[src/rtl/imem_loader.sv]
// rtl/imem_loader.sv - packs a little-endian byte stream into 32-bit words and programs instruction memory
// Core is held in reset until a range-checked image has been completely written.
module imem_loader #(
  parameter int IMEM_DEPTH      = 2048,
  parameter int IMEM_ADDR_WIDTH = $clog2(IMEM_DEPTH)
) (
  input  logic                       clk,
  input  logic                       rst_,
  input  logic                       i_start,
  input  logic [IMEM_ADDR_WIDTH-1:0] i_base_addr,
  input  logic [IMEM_ADDR_WIDTH:0]   i_len_words,
  input  logic                       i_valid,
  input  logic [7:0]                 i_data,
  output logic                       o_ready,
  output logic                       o_we,
  output logic [IMEM_ADDR_WIDTH-1:0] o_addr,
  output logic [31:0]                o_wdata,
  output logic                       o_busy,
  output logic                       o_done,
  output logic                       o_err,
  output logic                       o_core_rst_,
  output logic [15:0]                o_csum
);

  localparam int AW = IMEM_ADDR_WIDTH;
  localparam logic [AW+1:0] DEPTH_W = (AW+2)'(IMEM_DEPTH);

  typedef enum logic [1:0] {
    S_IDLE  = 2'd0,
    S_LOAD  = 2'd1,
    S_WRITE = 2'd2,
    S_DONE  = 2'd3
  } state_t;

  state_t        state_q;
  logic [AW-1:0] base_q;
  logic [AW:0]   len_q;
  logic [AW:0]   word_cnt_q;
  logic [1:0]    byte_cnt_q;
  logic [23:0]   lanes_q;
  logic [15:0]   csum_q;
  logic          err_q;
  logic [AW-1:0] addr_q;
  logic [31:0]   wdata_q;

  logic [AW+1:0] end_addr_d;
  logic [AW:0]   word_cnt_d;

  // Widened so base + len can exceed the depth without wrapping.
  assign end_addr_d = {2'b00, i_base_addr} + {1'b0, i_len_words};
  assign word_cnt_d = word_cnt_q + (AW+1)'(1);

  always_ff @(posedge clk or negedge rst_) begin
    if (!rst_) begin
      state_q    <= S_IDLE;
      base_q     <= '0;
      len_q      <= '0;
      word_cnt_q <= '0;
      byte_cnt_q <= '0;
      lanes_q    <= '0;
      csum_q     <= '0;
      err_q      <= 1'b0;
      addr_q     <= '0;
      wdata_q    <= '0;
    end else begin
      case (state_q)
        S_IDLE, S_DONE: begin
          if (i_start) begin
            base_q     <= i_base_addr;
            len_q      <= i_len_words;
            csum_q     <= '0;
            err_q      <= 1'b0;
            byte_cnt_q <= '0;
            word_cnt_q <= '0;
            if (end_addr_d > DEPTH_W) begin
              err_q   <= 1'b1;
              state_q <= S_DONE;
            end else if (i_len_words == '0) begin
              state_q <= S_DONE;
            end else begin
              state_q <= S_LOAD;
            end
          end
        end
        S_LOAD: begin
          if (i_valid) begin
            csum_q     <= csum_q + {8'h00, i_data};
            byte_cnt_q <= byte_cnt_q + 2'd1;
            case (byte_cnt_q)
              2'd0: lanes_q[7:0]   <= i_data;
              2'd1: lanes_q[15:8]  <= i_data;
              2'd2: lanes_q[23:16] <= i_data;
              default: begin
                addr_q  <= base_q + word_cnt_q[AW-1:0];
                wdata_q <= {i_data, lanes_q};
                state_q <= S_WRITE;
              end
            endcase
          end
        end
        S_WRITE: begin
          word_cnt_q <= word_cnt_d;
          byte_cnt_q <= '0;
          state_q    <= (word_cnt_d == len_q) ? S_DONE : S_LOAD;
        end
        default: state_q <= S_IDLE;
      endcase
    end
  end

  assign o_ready     = (state_q == S_LOAD);
  assign o_we        = (state_q == S_WRITE);
  assign o_busy      = (state_q == S_LOAD) || (state_q == S_WRITE);
  assign o_done      = (state_q == S_DONE);
  assign o_err       = err_q;
  assign o_core_rst_ = (state_q == S_DONE) && !err_q;
  assign o_addr      = addr_q;
  assign o_wdata     = wdata_q;
  assign o_csum      = csum_q;

endmodule

[config.mk]
export PLATFORM = sky130hd
export DESIGN_NAME = imem_loader
export DESIGN_NICKNAME = d
export VERILOG_FILES = /design/src/rtl/imem_loader.sv
export SDC_FILE = /design/constraint.sdc
export NUM_CORES = 1
export LEC_CHECK = 0
export CAP_MARGIN = 20
export CORE_MARGIN = 3
export CORE_UTILIZATION = 50
export CTS_CLUSTER_SIZE = 40
export DETAILED_ROUTE_END_ITERATION = 12
export DONT_BUFFER_PORTS = 1
export PLACE_DENSITY_LB_ADDON = 0.1
export SETUP_SLACK_MARGIN = 0.5
export SLEW_MARGIN = 20
export SYNTH_ARGS = -nofsm -noshare
export SYNTH_HDL_FRONTEND = slang
export SYNTH_SLANG_ARGS = --single-unit
export TNS_END_PERCENT = 50
[constraint.sdc]
create_clock -name clk -period 3 [get_ports clk]
set_clock_uncertainty 0.15 [all_clocks]
set_input_delay 0.3 -clock clk [delete_from_list [all_inputs] [get_ports clk]]
set_output_delay 0.3 -clock clk [all_outputs]
set_load 0.05 [all_outputs]
Word-level counts from Yosys, hierarchy flattened

Index checks and enable logic that the tools add are counted.

Register bits: 123
Input bits: 35
Output and inout port bits: 65
Word-level logic and storage cells: 63

$add $sub $neg: 5
Order comparisons: 1
Eq/ne operators: 9
Muxes and demuxes: 16
Bitwise operators: 1
Reductions and logical operators: 19

Operator list:

| cell                    | count |
|---|---|
| $mux W16                | 2 |
| $pmux W16 S2            | 1 |
| $pmux W12 S2            | 1 |
| $reduce_and A3 Y1       | 6 |
| $add A16 B8 Y16         | 1 |
| $mux W2                 | 8 |
| $add A11 B12 Y13        | 1 |
| $gt A13 B12 Y1 const B  | 1 |
| $add A12 B1 Y12 const B | 1 |
| $eq A12 B12 Y1          | 1 |
| $logic_not A12 Y1       | 1 |
| $mux W12                | 1 |
| $pmux W2 S3             | 2 |
| $add A11 B11 Y11        | 1 |
| $eq A2 B2 Y1 const B    | 3 |
| $ne A2 B2 Y1 const B    | 3 |
| $reduce_and A2 Y1       | 3 |
| $eq A2 B1 Y1 const B    | 2 |
| $logic_not A2 Y1        | 2 |
| $reduce_bool A2 Y1      | 2 |
| $reduce_or A3 Y1        | 1 |
| $add A2 B1 Y2 const B   | 1 |
| $reduce_or A2 Y1        | 1 |
| $logic_and A1 B1 Y1     | 1 |
| other kinds (4)         | 4 |

Longest topological paths before layout

Depth in word-level cells: 5
Depth in mapped cells: 11
Mapped depth without buffers: 11

Least setup slack after synthesis

OpenSTA, ideal clock, no wires.

Kind: register to register
Start point: register state_q[1]
End point: register csum_q[10] (netlist: o_csum[10])
Arrival: 2,398 ps
Required time: 2,715 ps
Slack: 317 ps
Cell stages (with the launch flop): 12
Buffers on the path: 2
Path through: dfrtp_1 > inv_1 > ha_1 > clkbuf_1 > inv_1 > o21ai_0 > a21o_1 > clkbuf_1 > nor2_1 > nand3_1 > xor2_1 > nor2_1

RTL lines:

| element                                                             | line | RTL |
|---|---|---|
| start, declared                                                     | 35   | `state_t state_q;` |
| start signal, assigned                                              | 104  | `state_q <= (word_cnt_d == len_q) ? S_DONE : S_LOAD;` |
| $eq A2 B1 Y1 (*)                                                    | -    |  |
| named net o_ready                                                   | 14   | `output logic o_ready,` |
| $ne A2 B2 Y1 (no source line) or $reduce_bool A2 Y1 (tied branches) | -    |  |
| $reduce_and A3 Y1 (no source line)                                  | -    |  |
| end signal, assigned                                                | 87   | `csum_q <= csum_q + {8'h00, i_data};` |
| end, declared                                                       | 41   | `logic [15:0] csum_q;` |

Mark *: on every way through the listed nets, which the timed path passes. The rest lies on a longest branch.
A chain may end at the register's enable or synchronous reset.

Worst setup path after layout

Start point: register state_q[1]
End point: register lanes_q[8]

Cells in the longest elaborated chain, start to end: 2

RTL lines:

| element                            | line | RTL |
|---|---|---|
| $eq A2 B1 Y1                       | -    |  |
| named net o_ready                  | 14   |  |
| $reduce_and A3 Y1 (no source line) | -    |  |
| end signal, assigned               | 91   | `2'd1: lanes_q[15:8] <= i_data;` |
| end, declared                      | 40   | `logic [23:0] lanes_q;` |

The timed path passes the listed nets, and every way through them passes these cells.

==> out/metrics.cfg <==
[outcome]
status = finished with violations
violations = hold timing

[floorplanning]
die_h_um = 121
die_x_um = 121
core_area_mm2 = 0.0127
die_area_mm2 = 0.0146
num_rows = 41
io-pin-count = 100
start_util = 0.517

[logic_synthesis]
synth_area_mm2 = 0.00658
avgSynthCellArea_um2 = 10.9
synth_common_cells = dfrtp_1, mux2_2, nand2_1
async_flop_share = 1.00
synth-edff-count = 0
synth_top_cell_by_area = dfrtp_1
yosysUniqueCellTypes = 51
synth_area_leaders = dfrtp_1, mux2_2, ha_1, xnor2_1, a21oi_1
yosysMostFrequentCell = dfrtp_1
synth_ff_type = dfrtp_1
synth_warnings = 0
netlist_instances = 601
yosysSeqAreaShare = 0.468
ys_seq_elements = 123
synth_top_area_frac = 0.468
syn-num-nets = 677

[cells_and_area]
nFillCells = 1093
area_delta_synth_final_pct = 19.3
layout-drive-gt1-share = 0.245
layout.nets = 720
antenna_cells = 0

[sta]
tns_ns = 0
max_slew.worst_pin.slew_ns = 0.605
slew_viol_final = 0
hold_violations = 123
final.min_clock_period_ns = 2.49
finalCritPeriodShare = 0.831
whs_ns = -0.559
rsz0062_at_grt = yes
setup_viol = 0
clock.fmax_ghz = 0.401
relSlewSlack = 0.597

[cts]
clock_path_buffers = 2
hold_buffers = 35
clkLatencyLatePin_ns = 0.41
cts.clk_slew.worst_paths_ns = 0.06
numClockSinks = 123
cts_root_buf = clkbuf_16
cts-buffers-inserted = 17
tritoncts = built
htree_levels = 4

[drt]
antenna_left = 0
drt_iter0_markers = 255
drcViolationCount = 0
viasPerCell = 5.72
dr.pass1.iters = 5
wl_um = 15400
via_count = 4734
wl_per_cell_um = 18.6

[place]
io_buffer_count = 0
globalplace.congestion = 0.848
hpwlAfterDp_um = 10400

[worst_setup_path]
crit_fanout = 10
cpLargestDelayFamily = buffers and inverters
crit_chain = inv_1, ha_4, nand3_1, mux2_2, dlygate4sd3_1
arrival_ns = 2.63
cp_slowest_stage_delay_ns = 0.57
critical_path_class = reg2reg
cp_data_required_time_ns = 3.14
cp-end-kind = flop
cp_slowest_cell = dlygate4sd3_1
critPathBufInv = 2
cp-start-kind = flop

[power]
switching_share = 0.416
clock_power_share = 0.245
p_total_mw = 7.90
ir_worst_vdd_v = 0.000522
internal-power_mw = 4.61
pwr-share-comb = 0.323
p_seq_frac = 0.431
power_switching_mw = 3.29
leakage_nw = 3.57
powerDensity_mw_per_mm2 = 1010

[flow_run]
drv_cap = 0

[grt]
grt_start_max_net_pins = 124
grt_pass1_vias = 4840
antenna_found_initial = 0
track_usage = 0.221
grt_pass1_wl_um = 25200
grt-ovfl-total = 0

[min_path]
hp-class = in2async

placed cells by master, fill, tap and decap left out, types with 3 or more instances in the layout:
| cell | n |
|---|---|
| dfrtp_1 | 119 |
| mux2_2 | 80 |
| nand2_1 | 44 |
| o21ai_0 | 35 |
| dlygate4sd3_1 | 35 |
| ha_1 | 34 |
| a21oi_1 | 31 |
| xnor2_1 | 28 |
| nor2_1 | 25 |
| inv_1 | 21 |
| nor3_1 | 19 |
| clkbuf_16 | 17 |
| buf_4 | 15 |
| xor2_1 | 14 |
| nand3_1 | 13 |
| a21o_1 | 9 |
| a21oi_2 | 7 |
| a22o_1 | 7 |
| nor4_1 | 5 |
| and3_1 | 4 |
| o31ai_1 | 4 |
| o21ai_1 | 4 |
| a31oi_1 | 4 |
| clkinv_4 | 4 |
| nand2b_1 | 3 |
| nand4_1 | 3 |
| mux2i_1 | 3 |
| or3_1 | 3 |
| inv_6 | 3 |
| dfrtp_2 | 3 |
power groups by stage:
stage | clock network, mW | logic [mW] | registers, mW
3_5_place_dp | 0 | 2.39 | 3.43
4_1_cts | 1.98 | 2.51 | 3.40
5_1_grt | 2.06 | 2.81 | 3.48
3_3_place_gp | 0 | 2.34 | 3.42
6_report | 1.94 | 2.55 | 3.41
2_1_floorplan | 0 | 1.89 | 3.29
flip-flops by register name, indices dropped and copies added, names as in the netlist:
signal,flops
state_q,2
lanes_q,24
base_q,11
o_wdata,32
o_err,1
len_q,12
word_cnt_q,12
o_addr,11
byte_cnt_q,2
o_csum,16
stage by stage:
stage          hold slack (ns)  cell area, um2  instances  utilization  worst slack (ns)
2_1_floorplan           -0.146            6590        601            -             0.504
3_3_place_gp            -0.140            6810        758        0.535             0.381
3_5_place_dp            -0.139            6810        758        0.535             0.334
4_1_cts                 -0.581            7770        825        0.610             0.462
5_1_grt                 -0.585            7850        828        0.617             0.416
6_report                -0.559            7850        828        0.617             0.507
cell type report:
class                   instances  area (um2)  area share
clock buffers                  19         453      0.0577
flip-flops and latches        123        3090       0.393
repair buffers                 51         483      0.0615
well taps                     172         215      0.0274
multi-input cells             430        3420       0.435
inverters                      21        78.8      0.0100
clock inverters                12         116      0.0148
final timing paths:
| path | from | end | slack, ns | cells after the start |
|---|---|---|---|---|
| hold reg to reg | lanes_q[17] | o_wdata[17] | 0.35 | 1 |
| min in group clk | i_len_words[11] | o_err | 0.03 | 2 |
| setup reg to reg | state_q[1] | lanes_q[8] | 0.51 | 5 |
| max in group asynchronous | rst_ | word_cnt_q[2] | 3.02 | 0 |
| hold / removal | rst_ | o_addr[2] | -0.56 | 0 |
| setup / recovery | state_q[1] | lanes_q[8] | 0.51 | 5 |
logic make-up after synthesis:
| kind of cell | share of synthesized area |
|---|---|
| compound gates | 0.127 |
| xor+xnor | 0.0559 |
| fa+ha+maj | 0.0814 |
| buf+inv | 0.0283 |
| flops | 0.468 |
| mux | 0.142 |
| simple gates | 0.0972 |
routing by layer:
layer / share of wire / wire length [um] / up-vias / GRT usage
met2: 0.48 / 7390 / 96 / 0.354
li1: - / - / 2254 / -
met5: 0 / 0 / - / 0
met4: 0.0089 / 138 / 0 / 0.0595
met1: 0.45 / 6980 / 2370 / 0.295
met3: 0.060 / 926 / 14 / 0.0636
timing repair:
| item | 4_1_cts | 5_1_grt |
|---|---|---|
| hold endpoints to repair | 180 | 123 |
| pin swaps | 3 | 15 |
| gates resized for setup | 12 | 18 |
| setup buffers | 1 | 3 |
| endpoints found under the setup margin | 10 | 16 |
worst register-to-register path, stage by stage (launching register included):
cell and delay [ns]:
dfrtp_1 0.41, inv_1 0.12, ha_4 0.31, nand3_1 0.40, mux2_2 0.41, dlygate4sd3_1 0.57
Note: power is estimated with default switching activity, not from simulation.
